--- src/rtl/sys_ctrl_pkg.sv ---
// Shared command codes, operand addresses and state encoding for the
// UART-to-register-file/ALU command sequencer.
package sys_ctrl_pkg;

   localparam logic [7:0] CMD_WR      = 8'hAA;
   localparam logic [7:0] CMD_RD      = 8'hBB;
   localparam logic [7:0] CMD_ALU_OP  = 8'hCC;
   localparam logic [7:0] CMD_ALU_NOP = 8'hDD;

   // REG0/REG1 hold the ALU operands.
   localparam int unsigned OPA_ADDR = 0;
   localparam int unsigned OPB_ADDR = 1;

   typedef enum logic [3:0] {
      IDLE,
      WR_ADDR,
      WR_DATA,
      RD_ADDR,
      RD_WAIT,
      OP_A,
      OP_B,
      ALU_FUN_S,
      ALU_WAIT,
      TX_LO,
      TX_HI
   } state_t;

endpackage

--- src/rtl/sys_ctrl_fsm.sv ---
// Command sequencer: parses framed RX bytes into register-file and ALU
// operations and returns read data / ALU results as bytes to the TX FIFO.
module sys_ctrl_fsm
   import sys_ctrl_pkg::*;
#(
   parameter int D_WIDTH   = 8,
   parameter int ADDRESS   = 4,
   parameter int FUN_WIDTH = 4
) (
   input  logic                   clk,
   input  logic                   rst,
   input  logic [D_WIDTH-1:0]     RX_P_DATA,
   input  logic                   RX_D_VLD,
   input  logic [D_WIDTH-1:0]     RdData,
   input  logic                   RD_DATA_VALID,
   input  logic [2*D_WIDTH-1:0]   ALU_OUT,
   input  logic                   OUT_VALID,
   input  logic                   FIFO_FULL,
   output logic                   WrEn,
   output logic                   RdEn,
   output logic [ADDRESS-1:0]     Address,
   output logic [D_WIDTH-1:0]     WrData,
   output logic                   ALU_EN,
   output logic [FUN_WIDTH-1:0]   ALU_FUN,
   output logic                   CLK_EN,
   output logic [D_WIDTH-1:0]     TX_P_DATA,
   output logic                   TX_D_VLD
);

   state_t                 r_state;
   logic [ADDRESS-1:0]     r_wr_addr;
   logic [2*D_WIDTH-1:0]   r_result;
   logic                   r_send_hi;

   always_ff @(posedge clk or negedge rst) begin
      if (!rst) begin
         r_state   <= IDLE;
         r_wr_addr <= '0;
         r_result  <= '0;
         r_send_hi <= 1'b0;
         WrEn      <= 1'b0;
         RdEn      <= 1'b0;
         Address   <= '0;
         WrData    <= '0;
         ALU_EN    <= 1'b0;
         ALU_FUN   <= '0;
         CLK_EN    <= 1'b0;
         TX_P_DATA <= '0;
         TX_D_VLD  <= 1'b0;
      end else begin
         // NOTE: strobes default low here so any state that raises one holds
         // it for exactly one cycle; non-blocking updates mean every branch
         // below sees the pre-edge register values.
         WrEn     <= 1'b0;
         RdEn     <= 1'b0;
         ALU_EN   <= 1'b0;
         TX_D_VLD <= 1'b0;

         case (r_state)
            IDLE: begin
               if (RX_D_VLD) begin
                  case (RX_P_DATA)
                     CMD_WR:      r_state <= WR_ADDR;
                     CMD_RD:      r_state <= RD_ADDR;
                     CMD_ALU_OP:  r_state <= OP_A;
                     CMD_ALU_NOP: begin
                        r_state <= ALU_FUN_S;
                        CLK_EN  <= 1'b1;
                     end
                     default:     r_state <= IDLE;
                  endcase
               end
            end

            WR_ADDR: begin
               if (RX_D_VLD) begin
                  r_wr_addr <= RX_P_DATA[ADDRESS-1:0];
                  r_state   <= WR_DATA;
               end
            end

            WR_DATA: begin
               if (RX_D_VLD) begin
                  WrEn    <= 1'b1;
                  Address <= r_wr_addr;
                  WrData  <= RX_P_DATA;
                  r_state <= IDLE;
               end
            end

            RD_ADDR: begin
               if (RX_D_VLD) begin
                  RdEn    <= 1'b1;
                  Address <= RX_P_DATA[ADDRESS-1:0];
                  r_state <= RD_WAIT;
               end
            end

            RD_WAIT: begin
               if (RD_DATA_VALID) begin
                  r_result  <= {{D_WIDTH{1'b0}}, RdData};
                  r_send_hi <= 1'b0;
                  r_state   <= TX_LO;
               end
            end

            OP_A: begin
               if (RX_D_VLD) begin
                  WrEn    <= 1'b1;
                  Address <= ADDRESS'(OPA_ADDR);
                  WrData  <= RX_P_DATA;
                  r_state <= OP_B;
               end
            end

            OP_B: begin
               if (RX_D_VLD) begin
                  WrEn    <= 1'b1;
                  Address <= ADDRESS'(OPB_ADDR);
                  WrData  <= RX_P_DATA;
                  CLK_EN  <= 1'b1;
                  r_state <= ALU_FUN_S;
               end
            end

            ALU_FUN_S: begin
               if (RX_D_VLD) begin
                  ALU_FUN <= RX_P_DATA[FUN_WIDTH-1:0];
                  ALU_EN  <= 1'b1;
                  r_state <= ALU_WAIT;
               end
            end

            // The ALU clock stays enabled until its result is safely captured.
            ALU_WAIT: begin
               if (OUT_VALID) begin
                  r_result  <= ALU_OUT;
                  r_send_hi <= 1'b1;
                  CLK_EN    <= 1'b0;
                  r_state   <= TX_LO;
               end
            end

            TX_LO: begin
               if (!FIFO_FULL) begin
                  TX_D_VLD  <= 1'b1;
                  TX_P_DATA <= r_result[D_WIDTH-1:0];
                  r_state   <= r_send_hi ? TX_HI : IDLE;
               end
            end

            TX_HI: begin
               if (!FIFO_FULL) begin
                  TX_D_VLD  <= 1'b1;
                  TX_P_DATA <= r_result[2*D_WIDTH-1:D_WIDTH];
                  r_state   <= IDLE;
               end
            end

            default: r_state <= IDLE;
         endcase
      end
   end

   a_wr_rd_exclusive: assert property (@(posedge clk) disable iff (!rst) !(WrEn && RdEn));

endmodule

--- config.mk ---
export PLATFORM = sky130hd
export DESIGN_NAME = sys_ctrl_fsm
export DESIGN_NICKNAME = d
export VERILOG_FILES = /design/src/rtl/sys_ctrl_pkg.sv /design/src/rtl/sys_ctrl_fsm.sv
export SDC_FILE = /design/constraint.sdc
export NUM_CORES = 1
export LEC_CHECK = 0
export ABC_AREA = 1
export ABC_CLOCK_PERIOD_IN_PS = 2150
export BUFFER_PORTS_ARGS = -buffer_cell sky130_fd_sc_hd__buf_2
export CORE_MARGIN = 4
export CORE_UTILIZATION = 59
export CTS_BUF_LIST = sky130_fd_sc_hd__clkbuf_4 sky130_fd_sc_hd__clkbuf_8
export DETAILED_ROUTE_END_ITERATION = 8
export GPL_ROUTABILITY_DRIVEN = 0
export PLACE_DENSITY = 0.84
export SLEW_MARGIN = 0
export SYNTH_ARGS = -nofsm -noshare
export SYNTH_HDL_FRONTEND = slang
export SYNTH_SLANG_ARGS = --single-unit
export TNS_END_PERCENT = 5
--- constraint.sdc ---
create_clock -name clk -period 2.15 [get_ports clk]
set_clock_uncertainty 0.1 [all_clocks]
set_input_delay 0 -clock clk [delete_from_list [all_inputs] [get_ports clk]]
set_output_delay 0 -clock clk [all_outputs]
set_load 0.01 [all_outputs]
; Word level (Yosys, flattened, before mapping)
; Index checks and enable logic that the tools add are counted.
[totals]
ff_bits = 54
latch_bits = 0
ramBits = 0
mem_bits_ro = 0
input_bits = 38
output_inout_bits = 29
wordCells = 92
mem_count = 0
[op_classes]
addsub = 0
n_mul = 0
n_div = 0
n_lt_le_gt_ge = 0
n_eq_ne = 26
n_shift = 0
muxes = 38
bitwise = 0
reduce_logical = 15
[op_table]
columns = operator, n
row1 = 4-bit 2-to-1 mux, 15
row2 = 4-bit one-hot mux with 11 select lines, 1
row3 = 8-bit == test (second input constant), 4
row4 = 16-bit 2-to-1 mux, 2
row5 = 16-bit one-hot mux with 2 select lines, 1
row6 = 2-bit != test (second input constant), 11
row7 = 4-bit by 3-bit == test with 1-bit output (second input constant), 4
row8 = 8-bit 2-to-1 mux, 2
row9 = 4-bit one-hot mux with 4 select lines, 1
row10 = 8-bit one-hot mux with 2 select lines, 1
row11 = 4-bit == test (second input constant), 3
row12 = 1-bit 2-to-1 mux, 12
row13 = 3-bit one-hot mux with 4 select lines, 1
row14 = 11-bit AND reduction, 1
row15 = 5-bit AND reduction, 2
row16 = 4-bit by 2-bit == test with 1-bit output (second input constant), 2
row17 = 2-bit AND reduction, 3
row18 = 3-bit AND reduction, 2
row19 = 4-bit by 1-bit == test with 1-bit output (second input constant), 1
row20 = 4-bit zero test, 1
row21 = 2-bit nonzero test, 2
row22 = 4-bit nonzero test, 1
row23 = 1-bit one-hot mux with 3 select lines, 1
row24 = 3-bit nonzero test, 1
row25 = other kinds (4), 4

; Depth between registers and ports, before layout
; Gate-level depths: netlist (run 1).
[logic_depth]
word_depth = 4
ltp_mapped = 10
mapped_depth_nobuf = 9

; Worst setup path before layout (run 1)
; OpenSTA, ideal clock, no wires.
[synth_timing]
path_kind = reg2reg
startpoint = register r_state[0]
endpoint = register r_result[13]
setup_time_ns = 0.119
arrival_ns = 1.228
required_time_ns = 1.931
path_slack_ns = 0.703
stages_incl_launch_ff = 9
n_path_buf = 2
period_less_slack_ns = 1.447
cell_sequence = dfrtp_1 buf_6 inv_1 nand2_1 a21oi_2 inv_2 nor2_8 buf_8 o21ai_2
[synth_between]
elab_chain_cells = 3
elab_cells_between_ends = 7
cone_classes = eq/ne (4) / mux (1) / reduce/logical (2)
[synth_rtl]
columns = item, line_no
row1 = start: declaration, sys_ctrl_fsm.sv:30  ; state_t r_state;
row2 = start signal: assignment, sys_ctrl_fsm.sv:148  ; r_state <= r_send_hi ? TX_HI : IDLE;
row3 = 4-bit == test / 4-bit by 3-bit == test with 1-bit output (equally long branches), sys_ctrl_fsm.sv:59  ; case (r_state)
row4 = 2-bit != test (no source line) / 2-bit nonzero test (equally long branches), --
row5 = 3-bit AND reduction (no source line), --
row6 = end signal: assignment, sys_ctrl_fsm.sv:101  ; r_result <= {{D_WIDTH{1'b0}}, RdData};
row7 = end: declaration, sys_ctrl_fsm.sv:32  ; logic [2*D_WIDTH-1:0] r_result;
; Several ways; a longest one is shown, not always the timed one.
; A chain may end at the register's enable or synchronous reset.

; Worst setup path in the final report (run 1)
[layout_timing]
startpoint = register r_state[1]
endpoint = register r_result[5]
; The elaborated chain is that of the path after synthesis.

==> out/qor.txt, run 1 <==
Top delay family on crit path - buffers and inverters
F_max - 0.485 GHz
Actual slew at the worst max-slew pin - 0.844 ns
Ant diodes - 0
Mapped Area - 2660 sq um
Drt pass-1 iters - 5
Drt first-iter violations - 200
Starting Density - 61.1%
Slowest cell on crit path - dlygate4sd3_1
TritonCTS clock tree - yes
DRC - 0
Final hold vios - 0
Share of cells above drive strength 1 - 24.0%
GR Util All Layers - 27.0%
Cell Area, Placed - 3010 sq um
Max cap viols - 0
CP Launch Type - flip-flop
Mean Syn Cell Area - 7.76 sq um
Cell mode on critical path - nand2_1
# H-tree levels - 2
Slew margin rel. - 43.7%
# fillers - 306
Area growth syn-to-layout - 30.3%
Crit path arrival time - 2.21 ns
Die height - 75.2 um
Pwr/cell area - 1070 nW/um^2
Hold depth - 4
Largest net degree at the start of global routing - 38
Nets - 488
VDD IR max - 0.000800 V
Mapped Cells - 343
Clk_lat worst skew - 0.31 ns
Final instance area - 3470 sq um
Final ANT Viol Nets - 0
GRT Residual Overflow - 0
Post-CTS Resized - 0
Mean routed wirelength per cell - 14.3 um
Clock Pin Slew Worst Setup and Hold Paths - 0.09 ns
I/O Buffers - 66
Setup violations, final - 0
Commonest cells after routing, fill and taps aside - nand2_1, buf_2, dfrtp_1
Setup crit end kind - flip-flop
CP max FO - 8
# IOs - 67
Sequential share of the synthesized area - 50.8%
First-pass GRT wire length - 11.5 mm
Setup WS pre-CTS - 0.441 ns
Cell Chain, Critical Path - inv_2 > nand2_1 > nor2_4 > buf_4 > nand2_1 > nand2_1 > dlygate4sd3_1 > nand2_2 > nand2_1
Row count - 24
Period utilization - 95.9%
Initial antenna violation count - 0
Distinct cells, synth - 25
Die area - 5650 sq um
Vias in the first global route - 2,672
Status - finished, final reports clean
Hold WC Path Type - input pin to flip-flop
Root buf cell - clkbuf_8
Final WS setup - 0.0884 ns
Crit path required time - 2.30 ns
Fin Setup TNS - 0 ns
CP Buf/Inv Count - 3
Crit path kind - flip-flop to flip-flop
Routed WL - 7.17 mm
Leak Pwr - 1.98 nW
Yosys warning count - 0
Reg2Reg Depth - 9
CTS Buffer Depth - 2
Leading cell type in the layout, fill and taps excluded - nand2_1
Largest stage delay, worst path - 0.56 ns
Vias per inst - 5.33
Min cycle time layout - 2.06 ns
Max Slew Vio Count - 0
WP depth - 9
Yosys reg bits - 54
Die X - 75.2 um
Internal reg-to-reg setup slack - 0.09 ns
DP HPWL - 4.81 mm
Clock Sinks - 54
Syn_nets - 381
CTS buffer count - 5
CORE AREA - 4350 sq um
RSZ-0062 raised after global routing - no
Vias - 2,677
==> where the power goes <==
part	internal (mW)	switching [mW]	leakage, nW
logic	0.587	0.981	1.24
clock network	0.237	0.322	0.0407
registers	1.38	0.217	0.701
==> worst min-delay path, stage by stage <==
cell	delay, ns
buf_2	0.08
inv_1	0.05
nand3_2	0.23
inv_1	0.09
==> state kept, by name, summed over array words and instances (netlist names) <==
name	count
r_result	16
TX_P_DATA	8
WrData	8
ALU_FUN	4
Address	4
r_state	4
r_wr_addr	4
ALU_EN	1
CLK_EN	1
RdEn	1
TX_D_VLD	1
WrEn	1
r_send_hi	1
==> layer usage <==
metal	track usage [%]	part of all wire, %	vias up
met3	6.01	6.7	32
met2	46.9	51	118
li1	-	-	1290
met1	30.8	39	1237
met4	14.8	3.7	0
met5	0	0	-
==> timing repair <==
action,4_1_cts,5_1_grt
hold buffers,34,0
endpoints found under the hold margin,72,0
endpoints found under the setup margin,0,1
buffers inserted,0,4
==> logic make-up (layout without fill, tap and decap cells) <==
group	after synthesis	count (layout)	synth area share, %
simple gates	200	200	32.0
flops	54	54	50.8
compound gates	51	51	10.2
buf+inv	38	145	6.96
==> through the flow <==
| stage | instances | hold slack, ns | utilization (%) | power [mW] |
|---|---|---|---|---|
| 3_5_place_dp | 457 | 0.0443 | 69.2 | 3.06 |
| 6_report | 502 | 0.0926 | 79.6 | 3.73 |
| 3_3_place_gp | 457 | 0.0418 | 69.2 | 3.00 |
| 2_1_floorplan | 343 | -0.396 | - | 2.59 |
| 5_1_grt | 502 | 0.143 | 79.6 | 3.99 |
| 4_1_cts | 498 | 0.0972 | 78.9 | 3.66 |
==> synthesized netlist by cell type (all sizes together) <==
library cell | n | share of area (%)
nand2 | 154 | 23
dfrtp | 54 | 51
o21ai | 40 | 7.9
inv | 31 | 4.5
nor2 | 23 | 4.5
nand3 | 19 | 3.8
a21oi | 10 | 2.0
buf | 7 | 2.5
nand3b | 2 | 0.56
nand4 | 1 | 0.24
nor3 | 1 | 0.19
o21bai | 1 | 0.28
==> worst paths after layout <==
path / from / end
max: r_state[1] / r_result[5]
min: FIFO_FULL / TX_D_VLD
max reg2reg: r_state[1] / r_result[5]
min reg2reg: Address[2] / Address[2]
max in group asynchronous: rst / WrData[0]
min in group asynchronous: rst / TX_P_DATA[3]
==> cell type report <==
type / instances / area [sq um] / share of cell area [%]
Clock inverter: 1 / 7.51 / 0.217
Timing Repair Buffer: 107 / 723 / 20.9
Multi-Input combinational cell: 251 / 1120 / 32.4
Sequential cell: 54 / 1350 / 39.0
Inverter: 31 / 119 / 3.43
Tap cell: 52 / 65.1 / 1.88
Clock buffer: 6 / 76.3 / 2.20
Power figures use the tool's default switching activity.
==> run 2, diff against run 1 <==
--- a/config.mk
+++ b/config.mk
@@ -6,14 +6,14 @@
 export NUM_CORES = 1
 export LEC_CHECK = 0
 export ABC_AREA = 1
-export ABC_CLOCK_PERIOD_IN_PS = 2150
+export ABC_CLOCK_PERIOD_IN_PS = 2220
 export BUFFER_PORTS_ARGS = -buffer_cell sky130_fd_sc_hd__buf_2
 export CORE_MARGIN = 4
-export CORE_UTILIZATION = 59
+export CORE_UTILIZATION = 55
 export CTS_BUF_LIST = sky130_fd_sc_hd__clkbuf_4 sky130_fd_sc_hd__clkbuf_8
 export DETAILED_ROUTE_END_ITERATION = 8
 export GPL_ROUTABILITY_DRIVEN = 0
-export PLACE_DENSITY = 0.84
+export PLACE_DENSITY = 0.79
 export SLEW_MARGIN = 0
 export SYNTH_ARGS = -nofsm -noshare
 export SYNTH_HDL_FRONTEND = slang
==> constraint.sdc (replaced) <==
create_clock -name clk -period 2.22 [get_ports clk]
set_clock_uncertainty 0.1 [all_clocks]
set_input_delay 0 -clock clk [delete_from_list [all_inputs] [get_ports clk]]
set_output_delay 0 -clock clk [all_outputs]
set_load 0.01 [all_outputs]
==> out/qor.txt, run 2 (synthesized netlist as in run 1, its figures left out) <==
Status - finished, final reports clean
Vias in the first global route - 2,504 (-6.3%)
Leak Pwr - 1.96 nW (-0.83%)
Min cycle time layout - 1.77 ns (-0.293 ns)
Die height - 77.6 um (+3.2%)
Share of cells above drive strength 1 - 23.0% (-1.0 points)
Setup violations, final - 0 (unchanged)
Vias per inst - 5.11 (-4.2%)
Commonest cells after routing, fill and taps aside - nand2_1, buf_2, dfrtp_1
# H-tree levels - 2 (unchanged)
VDD IR max - 0.000582 V (-27%)
# fillers - 363 (+19%)
Area growth syn-to-layout - 29.8%
# IOs - 67 (unchanged)
Root buf cell - clkbuf_8
RSZ-0062 raised after global routing - no
Top reg by flops - r_result
Ant diodes - 0 (unchanged)
Final ANT Viol Nets - 0 (unchanged)
Actual slew at the worst max-slew pin - 0.654 ns (-0.191 ns)
Reg area - 1350 sq um (unchanged)
Cell mode on critical path - nand2_1
Fin Setup TNS - 0 ns (unchanged)
Die X - 77.6 um (+3.2%)
Post-CTS Resized - 0 (unchanged)
Top delay family on crit path - simple AND/OR/NAND/NOR gates
Vias - 2,543 (-5.0%)
First-pass GRT wire length - 11.3 mm (-1.7%)
Crit path arrival time - 1.86 ns (-0.35 ns)
Met1 GRT Util - 28.4% (-2.4 points)
Nets - 482 (-1.2%)
GRT met3 Usage - 4.29% (-1.7 points)
Hold WC Path Type - input pin to flip-flop
Pwr/cell area - 1050 nW/um^2 (-2.2%)
CTS Buffer Depth - 2 (unchanged)
Leading cell type in the layout, fill and taps excluded - nand2_1
Die area - 6020 sq um (+6.5%)
Clock Sinks - 54 (unchanged)
Regs by FF count - r_result (16), TX_P_DATA (8), WrData (8)
DP HPWL - 4.47 mm (-7.1%)
CORE AREA - 4690 sq um (+7.8%)
Busiest grt layer - met2
Mean routed wirelength per cell - 13.4 um (-6.2%)
Slowest cell on crit path - dfrtp_1
TritonCTS clock tree - yes
Met2 usage - 41.6% (-5.3 points)
Drt pass-1 iters - 4 (-1)
Crit path required time - 2.31 ns (about the same)
Row count - 25 (+4.2%)
Routed WL - 6.67 mm (-6.9%)
Clk_lat worst skew - 0.30 ns (about the same)
CP Buf/Inv Count - 2 (-1)
Largest stage delay, worst path - 0.47 ns (-0.09 ns)
Final hold vios - 0 (unchanged)
Clock Pin Slew Worst Setup and Hold Paths - 0.09 ns (about the same)
CP max FO - 18 (+10)
Multi-input logic area - 1120 sq um (unchanged)
CTS buffer count - 5 (unchanged)
Setup crit end kind - flip-flop
F_max - 0.566 GHz (+17%)
Total power - 3.63 mW (-2.6%)
Max FFs per register - 16 (unchanged)
Period utilization - 79.7% (-16 points)
Max cap viols - 0 (unchanged)
Largest net degree at the start of global routing - 55 (+45%)
Crit path kind - flip-flop to flip-flop
CP Launch Type - flip-flop
I/O Buffers - 66 (unchanged)
GR Util All Layers - 23.6% (-3.5 points)
Drt first-iter violations - 156 (-22%)
Slew margin rel. - 56.4% (+13 points)
Starting Density - 56.7% (-4.4 points)
Cell Chain, Critical Path - inv_1 > nand2_1 > nor2_4 > inv_2 > nand2_1 > nand2_1 > nand2_2 > nand2_1
GRT Residual Overflow - 0 (unchanged)
DRC - 0 (unchanged)
Max Slew Vio Count - 0 (unchanged)
Initial antenna violation count - 0 (unchanged)
==> run 2: cell count changes in the layout (fill, tap and decap cells not counted), sizes merged <==
| cell | before | now |
|---|---|---|
| clkinvlp | 1 | 0 |
| bufinv | 0 | 1 |
| buf | 73 | 67 |
==> run 2: through the flow <==
| stage | hold WS [ns] | util [%] | instance area, sq um | setup slack [ns] | std cells |
|---|---|---|---|---|---|
| after floorplan | -0.396 | - | 2660 | 0.773 | 343 |
| after global placement | 0.0587 | 63.9 | 3000 | 0.546 | 457 |
| after detailed placement | 0.0604 | 63.9 | 3000 | 0.495 | 457 |
| after CTS | 0.141 | 73.6 | 3450 | 0.474 | 498 |
| after global routing | 0.187 | 73.6 | 3450 | 0.264 | 498 |
| final | 0.147 | 73.6 | 3450 | 0.452 | 498 |
==> run 2: routing by layer <==
metal	up-vias	wire length, um
met5	-	0
li1	1279	-
met2	84	3350
met1	1157	2750
met3	23	364
met4	0	197
==> run 2: what timing repair did <==
item	in CTS	in global routing
hold buffers	34	0
endpoints found under the setup margin	0	0
hold endpoints to repair	91	0
buffers inserted	0	0
==> run 2: cell type report <==
cell class / count / area share (%)
flip-flops and latches: 54 / 39.1
inverters: 31 / 3.44
repair buffers: 101 / 19.6
clock inverters: 1 / 0.870
well taps: 54 / 1.96
multi-input cells: 251 / 32.6
clock buffers: 6 / 2.39
==> run 2: power breakdown <==
group	total [mW]	internal, mW	switching [mW]
logic	1.43	0.531	0.895
registers	1.54	1.34	0.199
clock network	0.664	0.361	0.303
==> run 2: final timing paths <==
check	cells past startpoint	slack (ns)	start	endpoint
worst max-delay path	8	0.45	r_state[0]	r_result[1]
worst min-delay path	7	0.15	OUT_VALID	CLK_EN
worst max register to register	8	0.45	r_state[0]	r_result[1]
worst min register to register	2	0.38	TX_P_DATA[6]	TX_P_DATA[6]
max in group asynchronous	3	1.34	rst	r_result[2]
min in group asynchronous	3	0.25	rst	r_result[9]
==> run 2: tightest hold or removal path: stages <==
cell and delay, ns:
buf_2 0.10, inv_1 0.05, nand3_1 0.11, nand2_1 0.10, nor2_1 0.06, nand3_1 0.06, nand2_1 0.05
==> run 3, diff against run 2 <==
--- a/config.mk
+++ b/config.mk
@@ -5,15 +5,15 @@
 export SDC_FILE = /design/constraint.sdc
 export NUM_CORES = 1
 export LEC_CHECK = 0
-export ABC_AREA = 1
-export ABC_CLOCK_PERIOD_IN_PS = 2220
+export ABC_AREA = 0
+export ABC_CLOCK_PERIOD_IN_PS = 1400
 export BUFFER_PORTS_ARGS = -buffer_cell sky130_fd_sc_hd__buf_2
 export CORE_MARGIN = 4
-export CORE_UTILIZATION = 55
+export CORE_UTILIZATION = 49
 export CTS_BUF_LIST = sky130_fd_sc_hd__clkbuf_4 sky130_fd_sc_hd__clkbuf_8
 export DETAILED_ROUTE_END_ITERATION = 8
 export GPL_ROUTABILITY_DRIVEN = 0
-export PLACE_DENSITY = 0.79
+export PLACE_DENSITY = 0.75
 export SLEW_MARGIN = 0
 export SYNTH_ARGS = -nofsm -noshare
 export SYNTH_HDL_FRONTEND = slang
==> constraint.sdc (replaced) <==
create_clock -name clk -period 1.4 [get_ports clk]
set_clock_uncertainty 0.1 [all_clocks]
set_input_delay 0 -clock clk [delete_from_list [all_inputs] [get_ports clk]]
set_output_delay 0 -clock clk [all_outputs]
set_load 0.01 [all_outputs]
==> out/qor.txt, run 3 <==
Setup violations, final - 53 (+53)
Final WS setup - -0.364 ns (-0.816 ns)
Commonest cells after routing, fill and taps aside - buf_2, dfrtp_1, dlygate4sd3_1
Drt first-iter violations - 145 (-7.1%)
Most frequent cells after synthesis - dfrtp_1, nand2_1, o21ai_0
DRC - 0 (unchanged)
CTS buffer count - 5 (unchanged)
Initial antenna violation count - 0 (unchanged)
Comb power frac - 50.5% (+11 points)
CP max FO - 6 (-12)
Max FFs per register - 16 (unchanged)
Max Slew Vio Count - 0 (unchanged)
Mean routed wirelength per cell - 16.8 um (+25%)
Internal Dissipation - 4.91 mW (+120%)
Period utilization - 126% (+46 points)
Mapped Area - 2550 sq um (-4.2%)
Drt pass-1 iters - 4 (unchanged)
Top-count cell post-synth - dfrtp_1
Internal reg-to-reg setup slack - -0.36 ns (-0.82 ns)
Area growth syn-to-layout - 54.2%
RSZ-0062 raised after global routing - yes
Crit path kind - flip-flop to flip-flop
Net switching power - 2.72 mW (+95%)
Min Hold Slack - 0.00929 ns (-0.137 ns)
Hold WC Path Type - input pin to flip-flop
Seq pwr share - 35.0% (-7.4 points)
Clk pwr share - 14.5% (-3.8 points)
Post-synth EDFFs - 0 (unchanged)
Yosys warning count - 0 (unchanged)
Yosys top cell by area - dfrtp_1
Die X - 80.1 um (+3.3%)
Ant diodes - 0 (unchanged)
Vias - 2,304 (-9.4%)
Crit path required time - 1.51 ns (-0.80 ns)
Min cycle time layout - 1.76 ns (-0.00391 ns)
Crit path arrival time - 1.87 ns (about the same)
Top_reg_cell synth - dfrtp_1
Mapped Cells - 223 (-35%)
Final hold vios - 0 (unchanged)
CORE AREA - 4880 sq um (+4.0%)
Pwr/cell area - 1940 nW/um^2 (+85%)
Share of cells above drive strength 1 - 46.0% (+23 points)
Final ANT Viol Nets - 0 (unchanged)
Placed cell count - 377 (-18%)
# H-tree levels - 2 (unchanged)
Top reg by flops - r_result
GRT Residual Overflow - 0 (unchanged)
Setup crit end kind - flip-flop
Actual slew at the worst max-slew pin - 0.295 ns (-0.359 ns)
Cell Chain, Critical Path - buf_6 > nand3b_1 > a21boi_4 > buf_12 > buf_8 > mux2_4
CP Launch Type - flip-flop
Yosys reg bits - 54 (unchanged)
TritonCTS clock tree - yes
Leading cell type in the layout, fill and taps excluded - buf_2
Distinct cells, synth - 45 (+80%)
Yosys top cell area share - 53.0% (+2.2 points)
# IOs - 67 (unchanged)
Nets - 400 (-17%)
Non-Filler Instances - 430 (-14%)
F_max - 0.567 GHz (+0.22%)
GR Util All Layers - 24.6% (+1.1 points)
Clock Sinks - 54 (unchanged)
Mean Syn Cell Area - 11.4 sq um (+47%)
Sequential share of the synthesized area - 53.0% (+2.2 points)
Largest net degree at the start of global routing - 55 (unchanged)
Regs by FF count - r_result (16), TX_P_DATA (8), WrData (8)
First-pass GRT wire length - 12.0 mm (+6.5%)
I/O Buffers - 66 (unchanged)
# fillers - 291 (-20%)
Die area - 6420 sq um (+6.7%)
Root buf cell - clkbuf_8
Fin Setup TNS - -12.42 ns (-12.42 ns)
VDD IR max - 0.00125 V (+110%)
Starting Density - 52.2% (-4.5 points)
CTS Buffer Depth - 2 (unchanged)
Cell Area, Placed - 3210 sq um (+7.0%)
Synth async-reset ratio - 100% (unchanged)
Vias in the first global route - 2,475 (-1.2%)
Sw Ratio - 35.6% (-2.9 points)
Slew margin rel. - 80.0% (+24 points)
Syn_nets - 261 (-31%)
Clk_lat worst skew - 0.31 ns (about the same)
DP HPWL - 4.37 mm (-2.3%)
Max cap viols - 0 (unchanged)
Final instance area - 3930 sq um (+14%)
Status - finished with violations
Largest stage delay, worst path - 0.45 ns (-0.02 ns)
Clock Pin Slew Worst Setup and Hold Paths - 0.10 ns (about the same)
Die height - 80.1 um (+3.3%)
Synth top area cells - dfrtp_1, mux2_2, mux2i_1
Slowest cell on crit path - dfrtp_2
Failing checks - setup timing
Row count - 25 (unchanged)
Leak Pwr - 1.89 nW (-3.6%)
Vias per inst - 5.36 (+4.9%)
Routed WL - 7.23 mm (+8.3%)
## run 3: cell families (layout without fill, tap and decap cells)
| group | count (synthesis) | in the layout | synth area share, % |
|---|---|---|---|
| buffers and inverters | 18 | 158 | 3.63 |
| DFF | 54 | 54 | 53.0 |
| AOI/OAI and AO/OA | 51 | 51 | 13.3 |
| and+or+nand+nor | 60 | 60 | 13.2 |
| muxes | 36 | 36 | 15.5 |
| xor gates and xnor gates | 4 | 4 | 1.37 |
## run 3: area by class of cell
type / instances / area [sq um] / area share, %
Inverter: 4 / 15.0 / 0.382
Timing Repair Buffer: 146 / 1120 / 28.5
Clock inverter: 2 / 38.8 / 0.987
Clock buffer: 6 / 82.6 / 2.10
Tap cell: 67 / 83.8 / 2.13
Multi-Input combinational cell: 151 / 1230 / 31.4
Sequential cell: 54 / 1360 / 34.5
## run 3: per-layer routing
layer	part of all wire [%]	vias up	track usage (%)
met3	5.2	22	5.16
li1	-	1076	-
met2	52	91	44.2
met4	3.3	0	10.8
met5	0	-	0
met1	40	1115	28.0
## run 3: worst max-delay path, delay by kind of cell, from the launching register on
family	cells	cell delay (ns)
compound gates	1	0.24
buf+inv	3	0.40
flops	1	0.45
mux	1	0.30
simple gates	1	0.17
## run 3: worst paths after layout
| path | startpoint | end | cells past startpoint |
|---|---|---|---|
| hold reg to reg | r_result[5] | r_result[5] | 2 |
| min in group asynchronous | rst | r_wr_addr[1] | 3 |
| setup / recovery | r_state[0] | WrData[1] | 6 |
| max in group asynchronous | rst | r_state[3] | 3 |
| setup reg to reg | r_state[0] | WrData[1] | 6 |
| hold / removal | FIFO_FULL | TX_D_VLD | 4 |
## run 3: what timing repair did
action,4_1_cts,5_1_grt
pin swaps,12,4
setup endpoints to repair,53,54
buffers inserted,10,1
endpoints found under the hold margin,87,0
hold buffers,34,0
gates cloned,0,0
resized for setup,46,16
## run 3: power groups by stage
stage                     Combinational [mW]  Sequential (mW)  Clock (mW)
after floorplan                         1.90             2.66           0
after global placement                  3.09             2.62           0
after detailed placement                3.19             2.65           0
after CTS                               3.66             2.63        1.12
after global routing                    4.18             2.75        1.20
final                                   3.85             2.67        1.11
## run 3: per-stage QoR
stage	utilization (%)	setup slack (ns)	total power, mW
final	80.6	-0.364	7.63
after global routing	80.6	-0.416	8.13
after CTS	79.3	-0.319	7.42
after detailed placement	65.8	-0.408	5.84
after global placement	65.8	-0.318	5.71
after floorplan	-	-0.260	4.56
